### src/rtl/wave_display_mc_pkg.sv
// -----------------------------------------------------------------------------
// wave_display_mc_pkg
//   Shared definitions for the multi-channel waveform overlay renderer:
//   default sample/value widths, the line length, the default channel colours
//   and the packed RGB type used for the registered colour output.
// -----------------------------------------------------------------------------
package wave_display_mc_pkg;

  localparam int VALUE_W_DEF  = 8;
  localparam int SAMPLE_W_DEF = 8;
  localparam int X_MAX_DEF    = 1279;

  localparam logic [23:0] COLOR_CH0   = 24'h8A2BE2;
  localparam logic [23:0] COLOR_CH1   = 24'h00FF00;
  localparam logic [23:0] COLOR_BLACK = 24'h000000;

  // Channel 0 sits in the least significant 24 bits.
  localparam logic [47:0] COLORS_DEF = {COLOR_CH1, COLOR_CH0};

  typedef struct packed {
    logic [7:0] red;
    logic [7:0] green;
    logic [7:0] blue;
  } rgb_t;

endpackage

### src/rtl/wave_display_mc_span_ch.sv
// -----------------------------------------------------------------------------
// wave_display_mc_span_ch
//   One trace of the overlay. Keeps the sample of the previous column
//   (curHold) and the sample that opened the current vertical span (prev),
//   and decides whether the current row falls between them.
// Ports
//   clk, reset      pixel clock, asynchronous active-high reset
//   i_curValue      RAM sample belonging to the current column
//   i_newSample     current column starts a new sample index
//   i_firstSample   current column is the first drawn column of a run
//   i_enable        channel display enable
//   i_row           row scaled into sample units
//   o_hit           row lies inside the span [min(prev,cur), max(prev,cur)]
// -----------------------------------------------------------------------------
module wave_display_mc_span_ch #(
  parameter int VALUE_W = 8
) (
  input  logic               clk,
  input  logic               reset,
  input  logic [VALUE_W-1:0] i_curValue,
  input  logic               i_newSample,
  input  logic               i_firstSample,
  input  logic               i_enable,
  input  logic [VALUE_W-1:0] i_row,
  output logic               o_hit
);

  logic [VALUE_W-1:0] r_curHold;
  logic [VALUE_W-1:0] r_prev;
  logic [VALUE_W-1:0] w_prevEff;
  logic [VALUE_W-1:0] w_lo;
  logic [VALUE_W-1:0] w_hi;

  // curHold trails the RAM data by one column. When a new sample index
  // begins, that trailing value is the last sample of the previous index and
  // becomes the start of the vertical span. The first column of a run has no
  // predecessor, so its own value is used and the sample is drawn as a dot
  // for both of its columns.
  always_ff @(posedge clk or posedge reset) begin
    if (reset) begin
      r_curHold <= '0;
      r_prev    <= '0;
    end else begin
      r_curHold <= i_curValue;
      if (i_firstSample)
        r_prev <= i_curValue;
      else if (i_newSample)
        r_prev <= r_curHold;
    end
  end

  // Same-cycle bypass so the first column of a sample already sees the
  // value that r_prev is only about to capture.
  always_comb begin
    w_prevEff = r_prev;
    if (i_firstSample)
      w_prevEff = i_curValue;
    else if (i_newSample)
      w_prevEff = r_curHold;
  end

  assign w_lo  = (w_prevEff < i_curValue) ? w_prevEff : i_curValue;
  assign w_hi  = (w_prevEff < i_curValue) ? i_curValue : w_prevEff;
  assign o_hit = i_enable && (i_row >= w_lo) && (i_row <= w_hi);

endmodule

### src/rtl/wave_display_mc.sv
// -----------------------------------------------------------------------------
// wave_display_mc
//   Overlays up to CHANNELS waveforms inside a screen window. The RAM address
//   is generated one column ahead so the synchronous RAM data lines up with
//   the current column. The display bank is latched only at frame start to
//   avoid tearing. Output pixel and colour are registered (latency 1).
// Ports
//   clk, reset      pixel clock, asynchronous active-high reset
//   x, y, valid     raster position from the timing generator
//   read_index      requested bank, latched at x==0,y==0 while valid
//   ch_en           per-channel enable
//   read_address    {bank, sample index} to the shared sample RAM
//   read_value      per-channel RAM data, one cycle after the address
//   valid_pixel     some enabled trace covers the previous (x,y)
//   r, g, b         colour of the lowest-numbered hit channel, else 0
// -----------------------------------------------------------------------------
module wave_display_mc
  import wave_display_mc_pkg::*;
#(
  parameter int                     CHANNELS = 2,
  parameter int                     VALUE_W  = VALUE_W_DEF,
  parameter int                     SAMPLE_W = SAMPLE_W_DEF,
  parameter int                     X_SHIFT  = 1,
  parameter int                     X0       = 256,
  parameter int                     Y_SHIFT  = 1,
  parameter int                     X_MAX    = X_MAX_DEF,
  parameter logic [CHANNELS*24-1:0] COLORS   = COLORS_DEF
) (
  input  logic                         clk,
  input  logic                         reset,
  input  logic [10:0]                  x,
  input  logic [9:0]                   y,
  input  logic                         valid,
  input  logic                         read_index,
  input  logic [CHANNELS-1:0]          ch_en,
  output logic [SAMPLE_W:0]            read_address,
  input  logic [CHANNELS*VALUE_W-1:0]  read_value,
  output logic                         valid_pixel,
  output logic [7:0]                   r,
  output logic [7:0]                   g,
  output logic [7:0]                   b
);

  // Window bounds held in 12 bits so a window ending exactly at column 2047
  // still compares correctly against the 11-bit column.
  localparam int          WIN_W    = 2 ** (SAMPLE_W + X_SHIFT);
  localparam logic [11:0] X0_C     = 12'(X0);
  localparam logic [11:0] X_END_C  = 12'(X0 + WIN_W);
  localparam logic [10:0] X_MAX_C  = 11'(X_MAX);
  localparam logic [10:0] Y_LIM_C  = 11'(2 ** (VALUE_W + Y_SHIFT));

  logic [10:0]         w_xl;
  logic [11:0]         w_xlOff;
  logic                w_xlIn;
  logic [SAMPLE_W-1:0] w_index;
  logic                w_xOk;
  logic                w_yOk;
  logic [VALUE_W-1:0]  w_row;
  logic                w_newSample;
  logic                w_firstSample;
  logic [CHANNELS-1:0] w_hit;
  logic [23:0]         w_color;
  logic                w_draw;

  logic                r_bank;
  logic [SAMPLE_W-1:0] r_idxQ;
  logic [SAMPLE_W-1:0] r_idxQq;
  logic                r_inWinQ;
  logic                r_inWinQq;
  logic                r_validPixel;
  rgb_t                r_color;

  // Lookahead column: the address is issued for the next column so the RAM
  // answer arrives while that column is current. End of line wraps to 0.
  assign w_xl    = (x == X_MAX_C) ? 11'd0 : x + 11'd1;
  assign w_xlIn  = ({1'b0, w_xl} >= X0_C) && ({1'b0, w_xl} < X_END_C);
  assign w_xlOff = {1'b0, w_xl} - X0_C;
  assign w_index = w_xlIn ? SAMPLE_W'(w_xlOff >> X_SHIFT) : '0;

  assign read_address = {r_bank, w_index};

  assign w_xOk = ({1'b0, x} >= X0_C) && ({1'b0, x} < X_END_C);
  assign w_yOk = ({1'b0, y} < Y_LIM_C);
  assign w_row = VALUE_W'(y >> Y_SHIFT);

  // Bank select only moves at the very first active pixel of a frame, so a
  // writer swapping buffers mid-frame never tears the picture.
  always_ff @(posedge clk or posedge reset) begin
    if (reset)
      r_bank <= 1'b0;
    else if (valid && (x == 11'd0) && (y == 10'd0))
      r_bank <= read_index;
  end

  // Index/window history. r_idxQ and r_inWinQ describe the current column
  // (the one whose sample is on read_value); the Qq copies describe the
  // column before it.
  always_ff @(posedge clk or posedge reset) begin
    if (reset) begin
      r_idxQ    <= '0;
      r_idxQq   <= '0;
      r_inWinQ  <= 1'b0;
      r_inWinQq <= 1'b0;
    end else begin
      r_idxQ    <= w_index;
      r_idxQq   <= r_idxQ;
      r_inWinQ  <= w_xlIn;
      r_inWinQq <= r_inWinQ;
    end
  end

  assign w_newSample   = r_inWinQ && (r_idxQ != r_idxQq);
  assign w_firstSample = r_inWinQ && !r_inWinQq;

  for (genvar c = 0; c < CHANNELS; c++) begin : g_span
    wave_display_mc_span_ch #(
      .VALUE_W (VALUE_W)
    ) u_span (
      .clk           (clk),
      .reset         (reset),
      .i_curValue    (read_value[c*VALUE_W +: VALUE_W]),
      .i_newSample   (w_newSample),
      .i_firstSample (w_firstSample),
      .i_enable      (ch_en[c]),
      .i_row         (w_row),
      .o_hit         (w_hit[c])
    );
  end

  // Lowest-numbered channel wins, so scan from the top down and let lower
  // channels overwrite.
  always_comb begin
    w_color = COLOR_BLACK;
    for (int c = CHANNELS - 1; c >= 0; c--) begin
      if (w_hit[c])
        w_color = COLORS[c*24 +: 24];
    end
  end

  // r_inWinQ guards against drawing before the history describes this
  // column, e.g. the first cycle after reset released mid-window.
  assign w_draw = valid && w_xOk && r_inWinQ && w_yOk && (|w_hit);

  // Registered output stage; colour is forced black whenever nothing is drawn.
  always_ff @(posedge clk or posedge reset) begin
    if (reset) begin
      r_validPixel <= 1'b0;
      r_color      <= '0;
    end else begin
      r_validPixel <= w_draw;
      r_color      <= w_draw ? rgb_t'(w_color) : '0;
    end
  end

  assign valid_pixel = r_validPixel;
  assign r           = r_color.red;
  assign g           = r_color.green;
  assign b           = r_color.blue;

endmodule

### config.mk
export PLATFORM = sky130hd
export DESIGN_NAME = wave_display_mc
export DESIGN_NICKNAME = d
export VERILOG_FILES = /design/src/rtl/wave_display_mc_pkg.sv /design/src/rtl/wave_display_mc_span_ch.sv /design/src/rtl/wave_display_mc.sv
export SDC_FILE = /design/constraint.sdc
export NUM_CORES = 1
export LEC_CHECK = 0
export BUFFER_PORTS_ARGS = -buffer_cell sky130_fd_sc_hd__buf_2
export CAP_MARGIN = 20
export CORE_MARGIN = 2
export CORE_UTILIZATION = 31
export CTS_CLUSTER_SIZE = 25
export DETAILED_ROUTE_END_ITERATION = 16
export SETUP_SLACK_MARGIN = 0.4
export SLEW_MARGIN = 20
export SYNTH_ARGS = -nofsm -noshare
export SYNTH_HDL_FRONTEND = slang
export SYNTH_SLANG_ARGS = --single-unit
### constraint.sdc
create_clock -name clk -period 12.2 [get_ports clk]
set_input_delay 1.83 -clock clk [delete_from_list [all_inputs] [get_ports clk]]
set_output_delay 1.83 -clock clk [all_outputs]
set_load 0.02 [all_outputs]
==> summary.md <==
| Metric | Value |
|---|---|
| GRT overflow | `0` |
| GRT Overall Usage | `about an eighth` |
| Asr flop ratio synth | `100%` |
| Root buf cell | `clkbuf_16` |
| Outcome | `finished, final reports clean` |
| Clock Sinks | `55` |
| Hold slack | `399 ps` |
| Clock buffer depth | `2` |
| Placed cells | `564` |
| Top post-synthesis cells by area | `dfrtp_1, ha_1, mux2i_1, buf_4, o21ai_0` |
| Clock-pin slew on the worst setup and hold paths | `70 ps` |
| Worst path arrival time | `3590 ps` |
| H-tree levels | `2` |
| Io pins | `77` |
| Fin crit period | `5420 ps` |
| Final setup viols | `0` |
| Max Cap Viol | `0` |
| Peak VDD IR | `51.4 uV` |
| Die H | `about 110 um` |
| Fin Setup TNS | `0 ps` |
| Synth Area per Inst | `~10 sq um` |
| Max frequency | `185 MHz` |
| TritonCTS buffer count | `5` |
| Via density | `4.81` |
| RSZ-0062 raised after global routing | `no` |
| Post-layout nets | `515` |
| Worst slew pin tran | `775 ps` |
| Crit share post-route | `44.4%` |
| Area delta synth->final | `13.0%` |
| # port buffers | `67` |
| Clock Skews | `2.14 ps` |
| Starting density of the core | `a little under a third` |
| Commonest non-fill, non-tap cell in the layout | `buf_2` |
| CTS tree | `yes` |
| Worst-Skew Late Latency | `290 ps` |
| Number of fillers in the final layout | `roughly 1200` |
| Hold Crit Class | `flop to flop` |
| Vias in the first global route | `2665` |
| GPL Wtd Cong | `0.859` |
| Initial DRC count | `156` |
| Endpoints failing hold | `0` |
| Sequential fraction of the synthesis area | `36.4%` |
| DRC Markers | `0` |
| Final Util | `between 30 and 40%` |
| Die Footprint | `13100 sq um` |
| Cell leakage power | `2.21 nW` |
| Routed WL | `7940 um` |
| Total core area | `12000 sq um` |
| CP Class | `primary input to output pin` |
| Largest net degree at the start of global routing | `56` |
| Synth area leader | `dfrtp_1` |
| Primary FF master, synth | `dfrtp_1` |
| Horiz. Die Dim | `114 um` |
| Critical path launch point type | `primary input` |
| Yosys top cell area share | `a little over a third` |
| Number of synthesis warnings | `0` |
| Share of layout cells above drive strength 1 | `a little over a fifth` |
| EDFF count, synth | `0` |
| Post-detail-place hpwl | `about 6300 um` |
| Routed len/inst | `roughly 14 um` |
| First-pass GRT wire length | `~13000 um` |
| Slew Viols, Final | `0` |
| Rel. slew slack | `between 40% and 50%` |
| Pwr Density | `about 130 nW/um^2` |
| Netlist Area Pre-Place | `3780 sq um` |
| Post_cts resized | `0` |
| # hold bufs at CTS | `0` |
| Antenna Violating Nets Remaining | `0` |
| Antenna violations before repair | `0` |
| Most frequent cells in the layout | `buf_2, dfrtp_1, ha_1` |
| DRT Pass-1 Iters | `4` |
| # diodes | `0` |
| Vias | `2749` |
| Reg2Reg Setup Slack | `between 6000 and 7000 ps` |
| Total Power | `0.556 mW` |
| Max FO, Critical Path | `8` |
| Post-synth cell types | `44` |
| CP Data Required Time | `10370 ps` |
| #FFs+latches synth | `55` |
| # Post-CTS Setup Buffers | `0` |
| Rows | `40` |
| Critical path endpoint category | `output pin` |
| Finished Layout Cells | `between 500 and 600` |
| Mapped Cells | `370` |
power by group:
part           switching, mW  total, mW  internal (mW)
clock network         0.0649      0.141         0.0758
logic                  0.117      0.210         0.0927
registers            0.00550      0.205          0.200
total                  0.188      0.556          0.368
registers in the layout, summed over array words and instances (netlist names), 2 cells and up:
register and flops:
g_span.u_span.r_curHold 16, g_span.u_span.r_prev 16, r_idxQ 8, r_idxQq 8, g 2
metal layers:
layer	share of wire [%]	wire [um]	vias up	track usage, %
li1	-	-	1383	-
met1	47	3750	1305	16.3
met2	48	3840	55	21.7
met3	3.2	254	6	2.33
met4	1.3	100	0	3.58
met5	0	0	-	0
cells in the mapped netlist, drive strengths merged (3+ instances only):
master / n
clkbuf: 3
a21oi: 14
xnor2: 11
mux2i: 44
nand3: 6
a21o: 3
inv: 20
nor3: 7
and3: 3
nand2b: 7
nor2: 13
buf: 27
dfrtp: 55
nand4: 5
xor2: 4
nand2: 32
ha: 48
mux2: 5
nor4: 3
o21ai: 29
nor2b: 7
o21a: 4
metrics by stage:
step           area (sq um)  worst slack, ps
2_1_floorplan          3810             7190
3_3_place_gp           4120             6700
3_5_place_dp           4120             6570
4_1_cts                4270             6740
5_1_grt                4270             6260
6_report               4270             6780
cell families after synthesis:
logic type,after synthesis,synth area share (%)
DFF,55,36.4
other,1,0.0993
AOI/OAI and AO/OA,63,11.1
buffers and inverters,50,7.82
xor gates and xnor gates,15,3.48
adders and majority gates,48,15.9
muxes,49,13.2
and+or+nand+nor,89,12.0
path summary, 6_finish.rpt:
| kind | from | endpoint | depth (start not counted) |
|---|---|---|---|
| min in group asynchronous | reset | r_idxQq[0]$_DFF_PP0_ | 3 |
| hold reg to reg | r_idxQ[1]$_DFF_PP0_ | r_idxQq[1]$_DFF_PP0_ | 0 |
| setup reg to reg | r_idxQ[7]$_DFF_PP0_ | g[5]$_DFF_PP0_ | 20 |
| max in group asynchronous | reset | g_span[0].u_span.r_curHold[6]$_DFF_PP0_ | 3 |
| setup / recovery | x[0] | read_address[3] | 9 |
| hold / removal | r_idxQ[1]$_DFF_PP0_ | r_idxQq[1]$_DFF_PP0_ | 0 |
critical path: stages:
cell	delay (ps)
buf_2	100
ha_1	200
and2_1	230
o211ai_1	130
a221oi_1	270
nor3_1	110
a31oi_2	380
nor2_1	150
buf_2	190
final cells by class:
type | count | area [sq um] | area share [%]
clock buffers | 5 | 125 | 2.93
clock inverters | 3 | 20.0 | 0.469
inverters | 20 | 75.1 | 1.76
multi-input cells | 273 | 2130 | 50.0
flip-flops and latches | 55 | 1380 | 32.3
well taps | 147 | 184 | 4.31
repair buffers | 69 | 350 | 8.21
Power figures use the tool's default switching activity.
